--- src/rtl/active_list.sv ---
// In-order retirement buffer: allocate at tail, mark complete by index, retire from head; flush walks back youngest-first undoing renames.
// Latency: alloc_index combinational; commit/free/rollback outputs registered one cycle after the edge that retires or steps an entry.
// Backpressure: alloc_ready drops when full, during flush and throughout rollback; optional counters under ACTIVE_LIST_STATS_EN.
module active_list #(
    parameter int FREE_LIST_WIDTH = 3,
    parameter int VREG_ADDR_WIDTH = 5,
    parameter int PREG_ADDR_WIDTH = 6,
    parameter int ADDR_WIDTH      = 32
) (
    input  logic                       clk,
    input  logic                       rst_n,
    input  logic                       flush,
    input  logic                       alloc_valid,
    output logic                       alloc_ready,
    output logic [FREE_LIST_WIDTH-1:0] alloc_index,
    input  logic                       alloc_wb_reg,
    input  logic [VREG_ADDR_WIDTH-1:0] alloc_vreg,
    input  logic [PREG_ADDR_WIDTH-1:0] alloc_preg,
    input  logic [PREG_ADDR_WIDTH-1:0] alloc_old_preg,
    input  logic [ADDR_WIDTH-1:0]      alloc_pc,
    input  logic                       complete_valid,
    input  logic [FREE_LIST_WIDTH-1:0] complete_index,
    output logic                       commit_valid,
    output logic [ADDR_WIDTH-1:0]      commit_pc,
    output logic                       free_valid,
    output logic [PREG_ADDR_WIDTH-1:0] free_preg,
    output logic                       rollback_valid,
    output logic [VREG_ADDR_WIDTH-1:0] rollback_vreg,
    output logic [PREG_ADDR_WIDTH-1:0] rollback_old_preg,
    output logic [PREG_ADDR_WIDTH-1:0] rollback_free_preg,
    output logic                       busy,
`ifdef ACTIVE_LIST_STATS_EN
    output logic [31:0]                perf_commit_count,
    output logic [31:0]                perf_squash_count,
`endif
    output logic                       empty
);

    localparam int DEPTH = 1 << FREE_LIST_WIDTH;
    localparam logic [FREE_LIST_WIDTH:0] FULL = {1'b1, {FREE_LIST_WIDTH{1'b0}}};

    typedef enum logic {RUN, ROLLBACK} state_t;

    state_t                      state, state_nxt;
    logic [FREE_LIST_WIDTH-1:0]  head, tail, tail_m1;
    logic [FREE_LIST_WIDTH:0]    count;

    logic [DEPTH-1:0]            ent_valid, ent_done, ent_wb;
    logic [VREG_ADDR_WIDTH-1:0]  ent_vreg     [DEPTH];
    logic [PREG_ADDR_WIDTH-1:0]  ent_preg     [DEPTH];
    logic [PREG_ADDR_WIDTH-1:0]  ent_old_preg [DEPTH];
    logic [ADDR_WIDTH-1:0]       ent_pc       [DEPTH];

    logic alloc_fire, commit_fire, comp_fire, step;

    assign tail_m1     = tail - 1'b1;
    assign step        = (state == ROLLBACK);
    assign alloc_fire  = alloc_valid && alloc_ready;
    assign commit_fire = (state == RUN) && !flush && ent_valid[head] && ent_done[head];
    assign comp_fire   = (state == RUN) && !flush && complete_valid && ent_valid[complete_index];

    always_ff @(posedge clk or negedge rst_n) begin
        if (!rst_n) state <= RUN;
        else        state <= state_nxt;
    end

    always_comb begin
        state_nxt = state;
        case (state)
            RUN:      if (flush && (count != '0)) state_nxt = ROLLBACK;
            ROLLBACK: if (count == {{FREE_LIST_WIDTH{1'b0}}, 1'b1}) state_nxt = RUN;
            default:  state_nxt = RUN;
        endcase
    end

    always_comb begin
        alloc_ready = (state == RUN) && (count != FULL) && !flush;
        busy        = (state == ROLLBACK);
        empty       = (count == '0);
        alloc_index = tail;
    end

    // A rollback step owns the pointers exclusively; nothing else moves in ROLLBACK.
    always_ff @(posedge clk or negedge rst_n) begin
        if (!rst_n) begin
            head      <= '0;
            tail      <= '0;
            count     <= '0;
            ent_valid <= '0;
            ent_done  <= '0;
        end else if (step) begin
            tail               <= tail_m1;
            count              <= count - 1'b1;
            ent_valid[tail_m1] <= 1'b0;
        end else begin
            if (alloc_fire) begin
                tail            <= tail + 1'b1;
                ent_valid[tail] <= 1'b1;
                ent_done[tail]  <= 1'b0;
            end
            if (commit_fire) begin
                head            <= head + 1'b1;
                ent_valid[head] <= 1'b0;
            end
            if (comp_fire) ent_done[complete_index] <= 1'b1;
            count <= count + (FREE_LIST_WIDTH+1)'(alloc_fire) - (FREE_LIST_WIDTH+1)'(commit_fire);
        end
    end

    always_ff @(posedge clk) begin
        if (alloc_fire) begin
            ent_wb[tail]       <= alloc_wb_reg;
            ent_vreg[tail]     <= alloc_vreg;
            ent_preg[tail]     <= alloc_preg;
            ent_old_preg[tail] <= alloc_old_preg;
            ent_pc[tail]       <= alloc_pc;
        end
    end

    always_ff @(posedge clk or negedge rst_n) begin
        if (!rst_n) begin
            commit_valid       <= 1'b0;
            commit_pc          <= '0;
            free_valid         <= 1'b0;
            free_preg          <= '0;
            rollback_valid     <= 1'b0;
            rollback_vreg      <= '0;
            rollback_old_preg  <= '0;
            rollback_free_preg <= '0;
        end else begin
            commit_valid       <= commit_fire;
            commit_pc          <= commit_fire ? ent_pc[head] : '0;
            free_valid         <= commit_fire && ent_wb[head];
            free_preg          <= commit_fire ? ent_old_preg[head] : '0;
            rollback_valid     <= step && ent_wb[tail_m1];
            rollback_vreg      <= step ? ent_vreg[tail_m1] : '0;
            rollback_old_preg  <= step ? ent_old_preg[tail_m1] : '0;
            rollback_free_preg <= step ? ent_preg[tail_m1] : '0;
        end
    end

`ifdef ACTIVE_LIST_STATS_EN
    always_ff @(posedge clk or negedge rst_n) begin
        if (!rst_n) begin
            perf_commit_count <= '0;
            perf_squash_count <= '0;
        end else begin
            if (commit_fire) perf_commit_count <= perf_commit_count + 32'd1;
            if (step)        perf_squash_count <= perf_squash_count + 32'd1;
        end
    end
`endif

endmodule

--- config.mk ---
export PLATFORM = sky130hd
export DESIGN_NAME = active_list
export DESIGN_NICKNAME = d
export VERILOG_FILES = /design/src/rtl/active_list.sv
export SDC_FILE = /design/constraint.sdc
export NUM_CORES = 1
export LEC_CHECK = 0
export BUFFER_PORTS_ARGS = -buffer_cell sky130_fd_sc_hd__buf_2
export CAP_MARGIN = 20
export CORE_ASPECT_RATIO = 0.8
export CORE_MARGIN = 3
export CORE_UTILIZATION = 46
export CTS_CLUSTER_SIZE = 8
export DETAILED_ROUTE_END_ITERATION = 12
export GPL_TIMING_DRIVEN = 0
export HOLD_SLACK_MARGIN = 0.15
export PLACE_DENSITY = 0.68
export SLEW_MARGIN = 10
export SYNTH_ARGS = -nofsm -noshare
export SYNTH_HDL_FRONTEND = slang
export SYNTH_SLANG_ARGS = --single-unit
--- constraint.sdc ---
create_clock -name clk -period 5.6 [get_ports clk]
set_clock_uncertainty 0.05 [all_clocks]
set_input_delay 0.84 -clock clk [delete_from_list [all_inputs] [get_ports clk]]
set_output_delay 0.84 -clock clk [all_outputs]
set_load 0.02 [all_outputs]
==> run summary <==
=================================================================================================
Path class of the lowest-slack min-delay path ...................................... input port to asynchronous set/reset pin
Final worst path period share ......................................................       71.28%
Layout overhead on the synthesized area ............................................       20.36%
Initial antenna violation count ....................................................            6
Global-route wire length before repair .............................................     72190 um
Number of distinct library cell variants in the gate-level netlist after synthesis .           53
Detailed Place HPWL ................................................................     30040 um
Worst reg2reg setup slack ..........................................................      1.61 ns
DRC violation total after the first TritonRoute iteration ..........................         1168
Clock insertion delay at the later pin of the skew report ..........................      0.57 ns
Cell count after synthesis .........................................................         1089
CP max FO ..........................................................................           10
Delay-heaviest family, CP .......................................................... buffers and inverters
DRT Pass-1 Iters ...................................................................            5
Critical Path Sink Type ............................................................         flop
Critical path, cell by cell ........................................................ buf_2 > or2_0 > a2bb2oi_2 > inv_1 > a211o_1 > buf_6 > buf_2 > inv_1 > ha_1 > inv_1 > ha_1 > inv_1 > fa_1 > xnor2_1 > o21ai_0
Top cells by area, synth ........................................................... edfxtp_1, dfrtp_1, mux4_2
Core utilization of the finished layout ............................................       56.54%
Synthesized area per cell ..........................................................   17.12 um^2
Overall die area ...................................................................   42990 um^2
Vertical extent of the die .........................................................     186.1 um
Number of buffers inserted by port buffering .......................................          120
Part of the power in combinational logic ...........................................        28.7%
Combined global-route utilization of all metal layers ..............................       22.88%
Final instance count without filler cells ..........................................         1893
Layout cells sized above 1 .........................................................       23.53%
Antenna violation net count after detailed routing .................................            0
Via-to-Cell Ratio ..................................................................        5.978
Portion of total power attributed to the clock network .............................        34.1%
CTS Hold Bufs ......................................................................            0
Postcts setup bufs .................................................................            0
Highest clock rate .................................................................    250.5 MHz
Reg clk slew, reported paths .......................................................      0.05 ns
Effective utilization at floorplan .................................................       46.97%
Total congestion overflow ..........................................................            0
Final hold viol count ..............................................................            0
Number of max-cap violations .......................................................            0
Critical path type ................................................................. flop to flop
Setup repair after global routing missed its margin ................................           no
Vias in the first global route .....................................................        11380
Slew headroom ......................................................................       27.41%
Maximum number of pins on one net before global-route repair .......................           46
Most used DFF post-synth ...........................................................     edfxtp_1
Arrival time of data at the critical path endpoint .................................      4.37 ns
Rows ...............................................................................           65
Outcome ............................................................................ finished clean
Worst Tran Pin Value ...............................................................     1.085 ns
Leading cell types by count after synthesis ........................................ edfxtp_1, dfrtp_1, nor2_1, mux2i_1, a21oi_1
Highest ir drop seen on vdd ........................................................     324.1 uV
Post_cts resized ...................................................................            0
Total via count in the routed design ...............................................        11320
Worst Slack Setup Final ............................................................     1.608 ns
Post-Syn Area ......................................................................   18640 um^2
Share of the synthesized area in the top cell type .................................       64.43%
TritonCTS clock tree ...............................................................          yes
Maximum count of clock buffers along a single path .................................            3
Total wire length ..................................................................     48980 um
CTS root buffer ....................................................................    clkbuf_16
CTS sink cnt .......................................................................          485
Area inside the core boundary ......................................................   39690 um^2
Flip-flop and latch count after synthesis ..........................................          485
Critical path data required time ...................................................      5.97 ns
Synth async-reset ratio ............................................................       17.53%
Shortest clock period the worst path allows after layout ...........................     3.992 ns
Kind of start point of the critical path ...........................................         flop
Worst path max stage delay .........................................................      0.59 ns
Dpl ws .............................................................................     1.609 ns
Number of enable flip-flop cells after synthesis ...................................          400
Power per cell area ................................................................ 511.2 nW/um^2
Top-Level Pins .....................................................................          122
Setup-failing EPs final ............................................................            0
Final-stage net count ..............................................................         1372
Cell with the most instances after synthesis .......................................     edfxtp_1
Area of placed instances ...........................................................   20330 um^2
Standby leakage power ..............................................................     7.973 nW
Design Area, Final .................................................................   22440 um^2
Placed instance count ..............................................................         1763
Part of the power in registers .....................................................        37.2%
Library cell contributing the largest single delay on the critical path ............        or2_0
Cell type with the highest occurrence count on the critical path ...................        inv_1
Library cell with the largest summed area after synthesis ..........................     edfxtp_1
Mean routed wirelength per cell ....................................................     25.87 um
Worst path bufs/invs ...............................................................            7
Deepest level of the CTS H-tree ....................................................            3
DRC violations left ................................................................            0
Slew Viols, Final ..................................................................            0
Number of warning messages in the yosys log ........................................            0
Internal Pwr Total .................................................................   0.007725 W
Final Wtd Congestion ...............................................................       0.8072
Number of buffers created by CTS ...................................................           70
Fraction of power spent switching nets .............................................       32.66%
X dimension of the die .............................................................     231.1 um
Post-synthesis sequential area ratio ...............................................       75.84%
Net Switching ......................................................................   0.003746 W
Net count after synthesis ..........................................................         1161
=================================================================================================
-- power groups by stage --
stage / logic [W] / clock network [W] / registers (W)
global placement: 0.00315 / 0 / 0.00434
global route: 0.00355 / 0.00413 / 0.00429
floorplan: 0.00198 / 0 / 0.00443
CTS: 0.00325 / 0.00397 / 0.00427
detailed placement: 0.00323 / 0 / 0.00433
finish: 0.00329 / 0.00391 / 0.00427
-- per-layer routing --
layer / part of all wire, % / vias to the layer above / track usage [%]
met3: 11 / 114 / 6.273
met2: 45 / 679 / 34.48
met1: 42 / 5723 / 32.97
met5: 0.11 / - / 0
met4: 2.2 / 10 / 6.715
li1: - / 4790 / -
-- cell families (layout without fill, tap and decap cells) --
family	count (synthesis)	count (layout)	synth area share, %
AO/OA/AOI/OAI	254	254	9.658
other	0	1	0
AND/OR/NAND/NOR	148	148	3.678
buffers and inverters	84	351	1.953
multiplexers	95	95	7.470
XOR/XNOR	9	9	0.4228
adder cells (fa/ha/maj)	14	14	0.9799
flip-flops	485	485	75.84
-- stage by stage --
| step | total power [W] | TNS [ns] | hold slack [ns] |
|---|---|---|---|
| after floorplan | 0.006409 | 0 | 0.4220 |
| after global placement | 0.007487 | -169.83 | 0.4513 |
| after detailed placement | 0.007566 | 0 | 0.4674 |
| after CTS | 0.01149 | 0 | 0.2980 |
| after global routing | 0.01197 | 0 | 0.3299 |
| final | 0.01147 | 0 | 0.2811 |
-- flip-flops by register name (all words and copies together) (netlist names) --
signal and cells:
ent_done 8, busy 1, ent_old_preg 48, ent_vreg 40, commit_valid 1, ent_pc 256, commit_pc 32, alloc_index 3
rollback_free_preg 6, count 4, ent_wb 8, rollback_old_preg 6, rollback_valid 1, head 3, free_preg 6, free_valid 1
ent_valid 8, rollback_vreg 5, ent_preg 48
-- cell usage in the layout, fill, tap and decap left out, types with 3 or more instances in the layout --
cell	n
and2_4	3
a22o_1	23
a21oi_1	38
ha_1	13
mux4_2	33
nand2b_1	13
edfxtp_1	400
o31a_1	8
xnor2_1	7
mux2_2	23
clkbuf_16	72
buf_12	3
o21ai_0	23
nand3_1	4
o32ai_1	4
buf_2	146
a211oi_1	21
a31oi_1	22
nand2_1	30
buf_8	8
a221oi_1	18
nor3_1	9
mux2i_1	39
o221ai_1	7
dfrtp_1	85
buf_16	7
buf_1	7
a22oi_1	37
clkbuf_1	73
o22a_1	10
inv_1	22
nor2b_1	6
buf_4	3
o22ai_1	34
nor2_1	65
-- worst reg2reg max path: cells and delay by family (launching register included) --
family,cells,cell delay [ns]
compound gates,3,0.88
xor+xnor,1,0.16
fa+ha+maj,3,0.78
buf+inv,7,1.04
flops,1,0.34
simple gates,1,0.59
-- worst paths after layout --
kind / start / endpoint / cells past startpoint
worst min-delay path: rst_n / commit_pc[9] / 1
worst max register to register: head[0] / count[2] / 15
max in group asynchronous: rst_n / commit_pc[5] / 2
worst max-delay path: head[0] / count[2] / 15
worst min register to register: ent_done[0] / ent_done[0] / 2
min in group clk: alloc_old_preg[3] / ent_old_preg[0][3] / 1
-- area by class of cell --
cell class                      instances  area (um^2)
Clock inverter                          6        98.84
Multi-Input combinational cell        520         4185
Clock buffer                          122         1989
Tap cell                              536        670.6
Sequential cell                       485        14140
Inverter                               24        90.09
Antenna cell                            1        2.502
Fill cell                            3060        17250
Timing Repair Buffer                  139        989.7
Buffer                                 60        274.0
No activity file was read; power rests on OpenSTA's default activity.
